===== src/rtl/payload_pkg.sv =====
// rtl/payload_pkg.sv - shared types and elaboration-time sizing helpers for payload_axis_packer
// Contents: state_t FSM encoding, ceil_div/clog2, beat count, last-beat byte count and keep mask.
package payload_pkg;

    typedef enum logic [1:0] {
        IDLE = 2'd0,
        SUM  = 2'd1,
        SEND = 2'd2
    } state_t;

    function automatic int ceil_div(input int a, input int b);
        return (a + b - 1) / b;
    endfunction

    function automatic int clog2(input int v);
        int r;
        r = 0;
        while ((1 << r) < v) r++;
        return r;
    endfunction

    // Beats needed for payload plus optional checksum byte.
    function automatic int calc_nbeats(input int msg_bytes, input int data_bytes, input int csum_en);
        return ceil_div(msg_bytes + csum_en, data_bytes);
    endfunction

    function automatic int calc_last_bytes(input int msg_bytes, input int data_bytes, input int csum_en);
        return msg_bytes + csum_en - (calc_nbeats(msg_bytes, data_bytes, csum_en) - 1) * data_bytes;
    endfunction

    // Low n bits set; sized for the widest supported bus (64 bytes).
    function automatic logic [63:0] calc_last_keep(input int n);
        logic [63:0] k;
        k = '0;
        for (int i = 0; i < 64; i++) begin
            if (i < n) k[i] = 1'b1;
        end
        return k;
    endfunction

endpackage


===== src/rtl/payload_axis_packer_byte_sum.sv =====
// rtl/payload_axis_packer_byte_sum.sv - combinational modulo-256 sum of one stream chunk
// Ports: chunk (8*DATA_BYTES bits in), sum (8-bit out, carries beyond bit 7 dropped).
module payload_byte_sum
    import payload_pkg::*;
#(
    parameter int DATA_BYTES = 32
) (
    input  logic [8*DATA_BYTES-1:0] chunk,
    output logic [7:0]              sum
);

    always_comb begin
        sum = '0;
        for (int i = 0; i < DATA_BYTES; i++) begin
            sum = sum + chunk[8*i +: 8];
        end
    end

endmodule


===== src/rtl/payload_axis_packer.sv =====
// rtl/payload_axis_packer.sv - packs a flat message into an AXI4-Stream frame with optional checksum byte
// Ports: clk/resetn; msg_valid/msg_ready/msg_data message input; tvalid/tready/tdata/tkeep/tstrb/tlast
// AXIS master; busy (not idle); msg_count (frames completed, wrapping).
module payload_axis_packer
    import payload_pkg::*;
#(
    parameter int DATA_BYTES = 32,
    parameter int MSG_BYTES  = 79,
    parameter int CSUM_EN    = 1,
    parameter int CNT_W      = 16
) (
    input  logic                    clk,
    input  logic                    resetn,
    input  logic                    msg_valid,
    output logic                    msg_ready,
    input  logic [8*MSG_BYTES-1:0]  msg_data,
    output logic                    tvalid,
    input  logic                    tready,
    output logic [8*DATA_BYTES-1:0] tdata,
    output logic [DATA_BYTES-1:0]   tkeep,
    output logic [DATA_BYTES-1:0]   tstrb,
    output logic                    tlast,
    output logic                    busy,
    output logic [CNT_W-1:0]        msg_count
);

    localparam int NBEATS     = calc_nbeats(MSG_BYTES, DATA_BYTES, CSUM_EN);
    localparam int LAST_BYTES = calc_last_bytes(MSG_BYTES, DATA_BYTES, CSUM_EN);
    localparam int DW         = 8 * DATA_BYTES;
    localparam int BUF_W      = NBEATS * DW;
    localparam int IDX_W      = (clog2(NBEATS) < 1) ? 1 : clog2(NBEATS);
    localparam logic [63:0]           KEEP64    = calc_last_keep(LAST_BYTES);
    localparam logic [DATA_BYTES-1:0] LAST_KEEP = KEEP64[DATA_BYTES-1:0];
    localparam logic [IDX_W-1:0]      LAST_IDX  = IDX_W'(NBEATS - 1);
    // Kept in range when no checksum is appended so the write below always elaborates.
    localparam int CSUM_POS = (CSUM_EN != 0) ? 8 * MSG_BYTES : 0;

    state_t             state_q, state_d;
    logic [BUF_W-1:0]   buf_q, buf_d;
    logic [7:0]         acc_q, acc_d;
    logic [IDX_W-1:0]   idx_q, idx_d;
    logic               tvalid_q, tvalid_d;
    logic               tlast_q, tlast_d;
    logic [DW-1:0]      tdata_q, tdata_d;
    logic [DATA_BYTES-1:0] tkeep_q, tkeep_d;
    logic [CNT_W-1:0]   msg_count_q, msg_count_d;

    logic [DW-1:0]      sum_chunk;
    logic [7:0]         chunk_sum;
    logic               load;

    assign sum_chunk = buf_q[32'(idx_q) * DW +: DW];

    payload_byte_sum #(.DATA_BYTES(DATA_BYTES)) u_byte_sum (
        .chunk (sum_chunk),
        .sum   (chunk_sum)
    );

    always_comb begin
        state_d     = state_q;
        buf_d       = buf_q;
        acc_d       = acc_q;
        idx_d       = idx_q;
        tvalid_d    = tvalid_q;
        tlast_d     = tlast_q;
        tdata_d     = tdata_q;
        tkeep_d     = tkeep_q;
        msg_count_d = msg_count_q;
        load        = 1'b0;

        unique case (state_q)
            IDLE: begin
                if (msg_valid) begin
                    // Padding and checksum slot start at zero so they add nothing to the sum.
                    buf_d = '0;
                    buf_d[8*MSG_BYTES-1:0] = msg_data;
                    acc_d = '0;
                    idx_d = '0;
                    if (CSUM_EN != 0) begin
                        state_d = SUM;
                    end else begin
                        state_d = SEND;
                        load    = 1'b1;
                    end
                end
            end
            SUM: begin
                acc_d = acc_q + chunk_sum;
                if (idx_q == LAST_IDX) begin
                    if (CSUM_EN != 0) buf_d[CSUM_POS +: 8] = acc_d;
                    idx_d   = '0;
                    state_d = SEND;
                    load    = 1'b1;
                end else begin
                    idx_d = idx_q + 1'b1;
                end
            end
            SEND: begin
                if (tready) begin
                    if (idx_q == LAST_IDX) begin
                        tvalid_d    = 1'b0;
                        tlast_d     = 1'b0;
                        tdata_d     = '0;
                        tkeep_d     = '0;
                        idx_d       = '0;
                        msg_count_d = msg_count_q + 1'b1;
                        state_d     = IDLE;
                    end else begin
                        idx_d = idx_q + 1'b1;
                        load  = 1'b1;
                    end
                end
            end
            default: state_d = IDLE;
        endcase

        // Beat registers are loaded from the next-state buffer so the freshly written
        // checksum is visible even on a single-beat frame.
        if (load) begin
            tvalid_d = 1'b1;
            tdata_d  = buf_d[32'(idx_d) * DW +: DW];
            tlast_d  = (idx_d == LAST_IDX);
            tkeep_d  = tlast_d ? LAST_KEEP : '1;
        end
    end

    always_ff @(posedge clk or negedge resetn) begin
        if (!resetn) begin
            state_q     <= IDLE;
            buf_q       <= '0;
            acc_q       <= '0;
            idx_q       <= '0;
            tvalid_q    <= 1'b0;
            tlast_q     <= 1'b0;
            tdata_q     <= '0;
            tkeep_q     <= '0;
            msg_count_q <= '0;
        end else begin
            state_q     <= state_d;
            buf_q       <= buf_d;
            acc_q       <= acc_d;
            idx_q       <= idx_d;
            tvalid_q    <= tvalid_d;
            tlast_q     <= tlast_d;
            tdata_q     <= tdata_d;
            tkeep_q     <= tkeep_d;
            msg_count_q <= msg_count_d;
        end
    end

    assign msg_ready = (state_q == IDLE);
    assign busy      = (state_q != IDLE);
    assign tvalid    = tvalid_q;
    assign tdata     = tdata_q;
    assign tkeep     = tkeep_q;
    assign tstrb     = tkeep_q;
    assign tlast     = tlast_q;
    assign msg_count = msg_count_q;

endmodule


===== config.mk =====
export PLATFORM = sky130hd
export DESIGN_NAME = payload_axis_packer
export DESIGN_NICKNAME = d
export VERILOG_FILES = /design/src/rtl/payload_pkg.sv /design/src/rtl/payload_axis_packer_byte_sum.sv /design/src/rtl/payload_axis_packer.sv
export SDC_FILE = /design/constraint.sdc
export NUM_CORES = 2
export LEC_CHECK = 0
export CORE_ASPECT_RATIO = 0.5
export CORE_UTILIZATION = 38
export CTS_BUF_LIST = sky130_fd_sc_hd__clkbuf_4 sky130_fd_sc_hd__clkbuf_8
export DETAILED_ROUTE_END_ITERATION = 8
export GPL_ROUTABILITY_DRIVEN = 1
export PLACE_DENSITY = 0.69
export SLEW_MARGIN = 40
export SYNTH_ARGS = -nofsm -noshare
export SYNTH_HDL_FRONTEND = slang
export SYNTH_HIERARCHICAL = 1
export SYNTH_SLANG_ARGS = --single-unit
export TNS_END_PERCENT = 5

===== constraint.sdc =====
create_clock -name clk -period 8.7 [get_ports clk]
set_input_delay 1.74 -clock clk [delete_from_list [all_inputs] [get_ports clk]]
set_output_delay 1.74 -clock clk [all_outputs]
set_load 0.05 [all_outputs]

Word level (Yosys, flattened, before mapping) --
Cells that the tools add are included.
Word-level totals: input port bits 636, logic and storage cells 97, flip-flop bits (word level) 1086, output and inout bits 340
Cells by class: multiplexer cells 34, reduce and logical (&&, ||, !) cells 10, add/subtract/negate cells 34, shift operators 2, equal/unequal tests 8
Operators with widths (count):
- indexed part select 768 x 11 -> 256 bit | 2
- 2-to-1 mux 256 bit | 4
- 2-to-1 mux 768 bit | 1
- 2-to-1 mux 632 bit | 1
- adder 8 bit | 32
- 2-to-1 mux 32 bit | 5
- 2-to-1 mux 128 bit | 1
- case mux 8 bit (2 select lines) | 2
- adder 16 x 1 -> 16 bit (second input constant) | 1
- 2-to-1 mux 8 bit | 2
- 2-to-1 mux 2 bit | 7
- case mux 2 bit (3 select lines) | 2
- nonzero test 2 bit | 5
- 2-to-1 mux 1 bit | 8
- inequality test 2 bit (second input constant) | 4
- equality test 2 bit (second input constant) | 3
- AND reduction 3 bit | 2
- AND reduction 4 bit | 1
- adder 2 x 1 -> 2 bit (second input constant) | 1
- equality test 2 x 1 -> 1 bit (second input constant) | 1
- logical NOT 2 bit | 1
- case mux 1 bit (2 select lines) | 1
- AND reduction 2 bit | 1

Longest topological paths before layout --
word-level depth 37, mapped depth 33, depth with buffers taken out 30

By module --
Netlist, hierarchy kept.
By module, submodules not included:
- payload_axis_packer | seq. area each 26400.3 µm², instances 1, cells each 4004, area each 48940.7 µm²
- payload_byte_sum | seq. area each 0.0 µm², instances 1, cells each 547, area each 5589.1 µm²

Worst setup path after synthesis --
Ideal clock, no wire load.
kind register -> register, start point register idx_q[1], end point register tdata_q[126] (netlist: tdata[126]), required time 8.610 ns, buffers on the path 3, arrival time 8.017 ns, cell stages (with the launch flop) 32, setup slack 0.593 ns, clock period less this slack 8.107 ns, setup time 0.090 ns, cell sequence dfrtp_1 buf_4 clkbuf_1 clkbuf_1 mux2i_1 o21ai_0 inv_1 fa_1 inv_1 fa_1 inv_1 fa_1 fa_1 fa_1 inv_1 fa_1 inv_1 fa_1 inv_1 fa_1 ha_1 inv_1 fa_1 inv_1 a21o_1 a21oi_1 xnor2_1 ha_1 or4b_2 nand4_1 a22oi_1 o221ai_1
On the way: elaborated cells on any way between the ends 51, classes of those cells 33 x add/sub; 1 x eq/ne; 2 x shift; 11 x mux; 4 x reduce/logical
RTL lines:
- start, declared | RTL line payload_axis_packer.sv:41 | logic [IDX_W-1:0] idx_q, idx_d;
- start signal, assigned | RTL line payload_axis_packer.sv:142 | idx_q <= idx_d;
- indexed part select 768 x 11 -> 256 bit | RTL line payload_axis_packer.sv:52 | assign sum_chunk = buf_q[32'(idx_q) * DW +: DW];
- net sum_chunk[194] | RTL line payload_axis_packer.sv:48 | logic [DW-1:0] sum_chunk;
- adder 8 bit (8 in a row) | RTL line payload_axis_packer_byte_sum.sv:15 | sum = sum + chunk[8*i +: 8];
- net chunk_sum[6] | RTL line payload_axis_packer.sv:49 | logic [7:0] chunk_sum;
- adder 8 bit | RTL line payload_axis_packer.sv:88 | acc_d = acc_q + chunk_sum;
- 2-to-1 mux 8 bit | RTL line payload_axis_packer.sv:89 | if (idx_q == LAST_IDX) begin
- case mux 8 bit (2 select lines) | RTL line payload_axis_packer.sv:71 | unique case (state_q)
- indexed part select 768 x 11 -> 256 bit | RTL line payload_axis_packer.sv:121 | tdata_d = buf_d[32'(idx_d) * DW +: DW];
- 2-to-1 mux 256 bit | RTL line payload_axis_packer.sv:119 | if (load) begin
- end signal, assigned | RTL line payload_axis_packer.sv:145 | tdata_q <= tdata_d;
- end, declared | RTL line payload_axis_packer.sv:44 | logic [DW-1:0] tdata_q, tdata_d;
The timed path passes the listed nets, and every way through them passes these cells. A chain may end at the register's enable or synchronous reset.

Final worst setup path --
start point register idx_q[0], end point register tdata_q[127] (netlist: tdata[127])
On the way: elaborated cells on any way between the ends 51, classes of those cells 33 x add/sub; 1 x eq/ne; 2 x shift; 11 x mux; 4 x reduce/logical
RTL lines (RTL line):
- indexed part select 768 x 11 -> 256 bit | payload_axis_packer.sv:52
- net sum_chunk[219] | payload_axis_packer.sv:48
- adder 8 bit (5 in a row) | payload_axis_packer_byte_sum.sv:15
- net chunk_sum[7] | payload_axis_packer.sv:49
- adder 8 bit | payload_axis_packer.sv:88
- 2-to-1 mux 8 bit | payload_axis_packer.sv:89
- case mux 8 bit (2 select lines) | payload_axis_packer.sv:71
- indexed part select 768 x 11 -> 256 bit | payload_axis_packer.sv:121
- 2-to-1 mux 256 bit | payload_axis_packer.sv:119
The timed path passes the listed nets, and every way through them passes these cells.

==> qor.yml <==
status: "finished, final reports clean"
worstSetupEndpoint: "tdata[127]"
cp_max_fo: 19
drtPass1Iterations: 5
drt-initial-drc-count: 3025
nets: 6304
grt_pass1_vias: 42300
critPathMaxStageDelay_ns: 0.60
rows: 97
synth_top_flop_cell: "dfrtp_1"
r2r_slack_ns: 0.33
die-height_um: 270
r2r_start: "idx_q[0]"
critical_path_class: "flop to flop"
cpMaxStageDelayCell: "fa_1"
start_util_pct: 38.6
core-area_um2: 141000
rr_endpoint: "tdata[127]"
die_x_um: 538
maxCapViolations: 0
hold_viol: 0
setup_viol: 0
dp_cells: 7147
cts_buffer_depth: 4
cts-htree-levels: 4
grtUsageTotal_pct: 27.1
dp_hpwl_um: 149000
syn_inst: 4551
clk_pin_slew_ns: 0.07
async_flop_share_pct: 100
post-route-period-util_pct: 96.2
grt_setup_unrepaired: "yes"
final_cell_mix: "dfrtp_1, clkdlybuf4s50_1, mux2_2"
routedWlPerCell_um: 27.0
ys_types: 50
crit_start: "idx_q[0]"
route.detailed.drc: 0
slew_viol_final: 0
cts_buffers: 165
finish.instance_area_um2: 69900
clockRootBuffer: "clkbuf_8"
nFillCells: 12400
crit_top_cell: "fa_1"
ff_latch_area_um2: 26400
drive_gt1_share_pct: 18.6
skew_ns: 0.114
synth_area_um2: 54500
synth_edf_count: 0
insertion_delay_ns: 0.88
cts_tree: "yes"
final_common_cell: "dfrtp_1"
viasPerCell: 5.35
rr_worst_depth: 31
yosysWarnings: 6
tightest_slew_ns: 0.915
pin_count: 976
cts_sinks: 1055
port_buffers: 975
cp-end-kind: "flop"
yosys.area.top_type: "dfrtp_1"
stdcell_count: 7472
ys_ff_latch: 1055
multi_input_area_um2: 24900
yosysSeqAreaShare_pct: 48.4
period_needed_ns: 8.37
hp-class: "flop to flop"
place_area_um2: 66000
grt_max_degree: 163
area_delta_synth_final_pct: 28.2
slew_headroom_pct: 39.0
grt_pass1_wl_um: 289000
start_kind: "flop"
worstPathRequired_ns: 9.45
gp_congestion: 0.965
syn_avg_cell_area_um2: 12.0
die-area_um2: 145000
synth_top_area_share_pct: 48.4
vias: 40000
antenna_found_initial: 53
antenna_left: 0
critPathArrivalTime_ns: 9.12
yosys-top-cells-area: "dfrtp_1, mux2_2, mux2i_1"
post-route-util_pct: 49.5
wirelength_um: 202000
synth.net_count: 5407
max_freq_ghz: 0.119
overflow: 0
-- layer usage --
| layer | global-route usage, % | routed length, um | up-vias |
|---|---|---|---|
| met5 | 0 | 80 | - |
| met4 | 14.7 | 11000 | 16 |
| met3 | 4.32 | 10900 | 416 |
| met2 | 44.1 | 97800 | 1374 |
| met1 | 34.6 | 82200 | 20800 |
| li1 | - | - | 17400 |
-- worst min path at each step --
stage | startpoint | endpoint | slack, ns | depth (start not counted)
2_1_floorplan | buf_q[632] | buf_q[632] | 0.47 | 2
3_3_place_gp | msg_count[15] | msg_count[15] | 0.46 | 1
3_5_place_dp | tdata[114] | tdata[114] | 0.48 | 2
4_1_cts | buf_q[674] | tdata[162] | 0.47 | 1
5_1_grt | buf_q[674] | tdata[162] | 0.49 | 1
6_report | buf_q[724] | tdata[212] | 0.48 | 1
-- metrics by stage --
stage / setup TNS, ns / setup WS (ns) / hold WS [ns]
global placement: 0 / 0.0301 / 0.462
detailed placement: 0 / 0.000282 / 0.476
CTS: 0 / 0.111 / 0.473
floorplan: 0 / 0.593 / 0.475
finish: 0 / 0.329 / 0.481
global route: -0.0395 / -0.0395 / 0.493
-- synthesized netlist by cell type, types with 36 or more instances --
| cell | instances |
|---|---|
| dfrtp_1 | 1055 |
| mux2_2 | 619 |
| mux2i_1 | 508 |
| nand2_1 | 412 |
| inv_1 | 406 |
| o21ai_0 | 270 |
| and2_1 | 259 |
| fa_1 | 184 |
| clkbuf_1 | 139 |
| a221o_1 | 131 |
| o221ai_1 | 121 |
| buf_2 | 107 |
| buf_4 | 69 |
| xnor2_1 | 67 |
| ha_1 | 36 |
-- sequential cells by signal, indices dropped and copies added, names as in the netlist --
signal	cells
idx_q	2
tkeep	2
tlast	1
acc_q	8
state_q	2
tdata	256
buf_q	768
msg_count	16
-- cell type report --
cell class	count	area share [%]
Clock inverter	19	0.331
Sequential cell	1055	37.8
Timing Repair Buffer	1082	16.1
Multi-Input combinational cell	2738	35.6
Tap cell	1881	3.37
Inverter	406	2.18
Antenna cell	37	0.132
Clock buffer	254	4.55
-- timing repair --
item / CTS / global route
setup buffers: 0 / 5
hold buffers: 0 / 0
setup endpoints to repair: 2 / 7
resized for setup: 1 / 16
gates cloned: 0 / 2
-- kinds of logic (layout without fill, tap and decap cells) --
group           Yosys count  count (layout)  share of synthesized area (%)
buf+inv                 758            1761                           6.19
compound gates          569             569                           7.56
simple gates            715             715                           6.30
flops                  1055            1055                           48.4
mux                    1150            1150                           22.6
fa+ha+maj               220             220                           7.58
other cells               0              37                              0
xor+xnor                 84              84                           1.37
-- critical path: cells and delay by family, from the launching register on --
| kind | cells | cell delay, ns |
|---|---|---|
| fa+ha+maj | 9 | 4.33 |
| flops | 1 | 0.53 |
| xor+xnor | 3 | 0.83 |
| simple gates | 2 | 0.23 |
| buf+inv | 8 | 0.85 |
| compound gates | 9 | 1.46 |
Power is not shown: default switching activity piles up to over one toggle a cycle in this logic, so the estimate is an artifact.
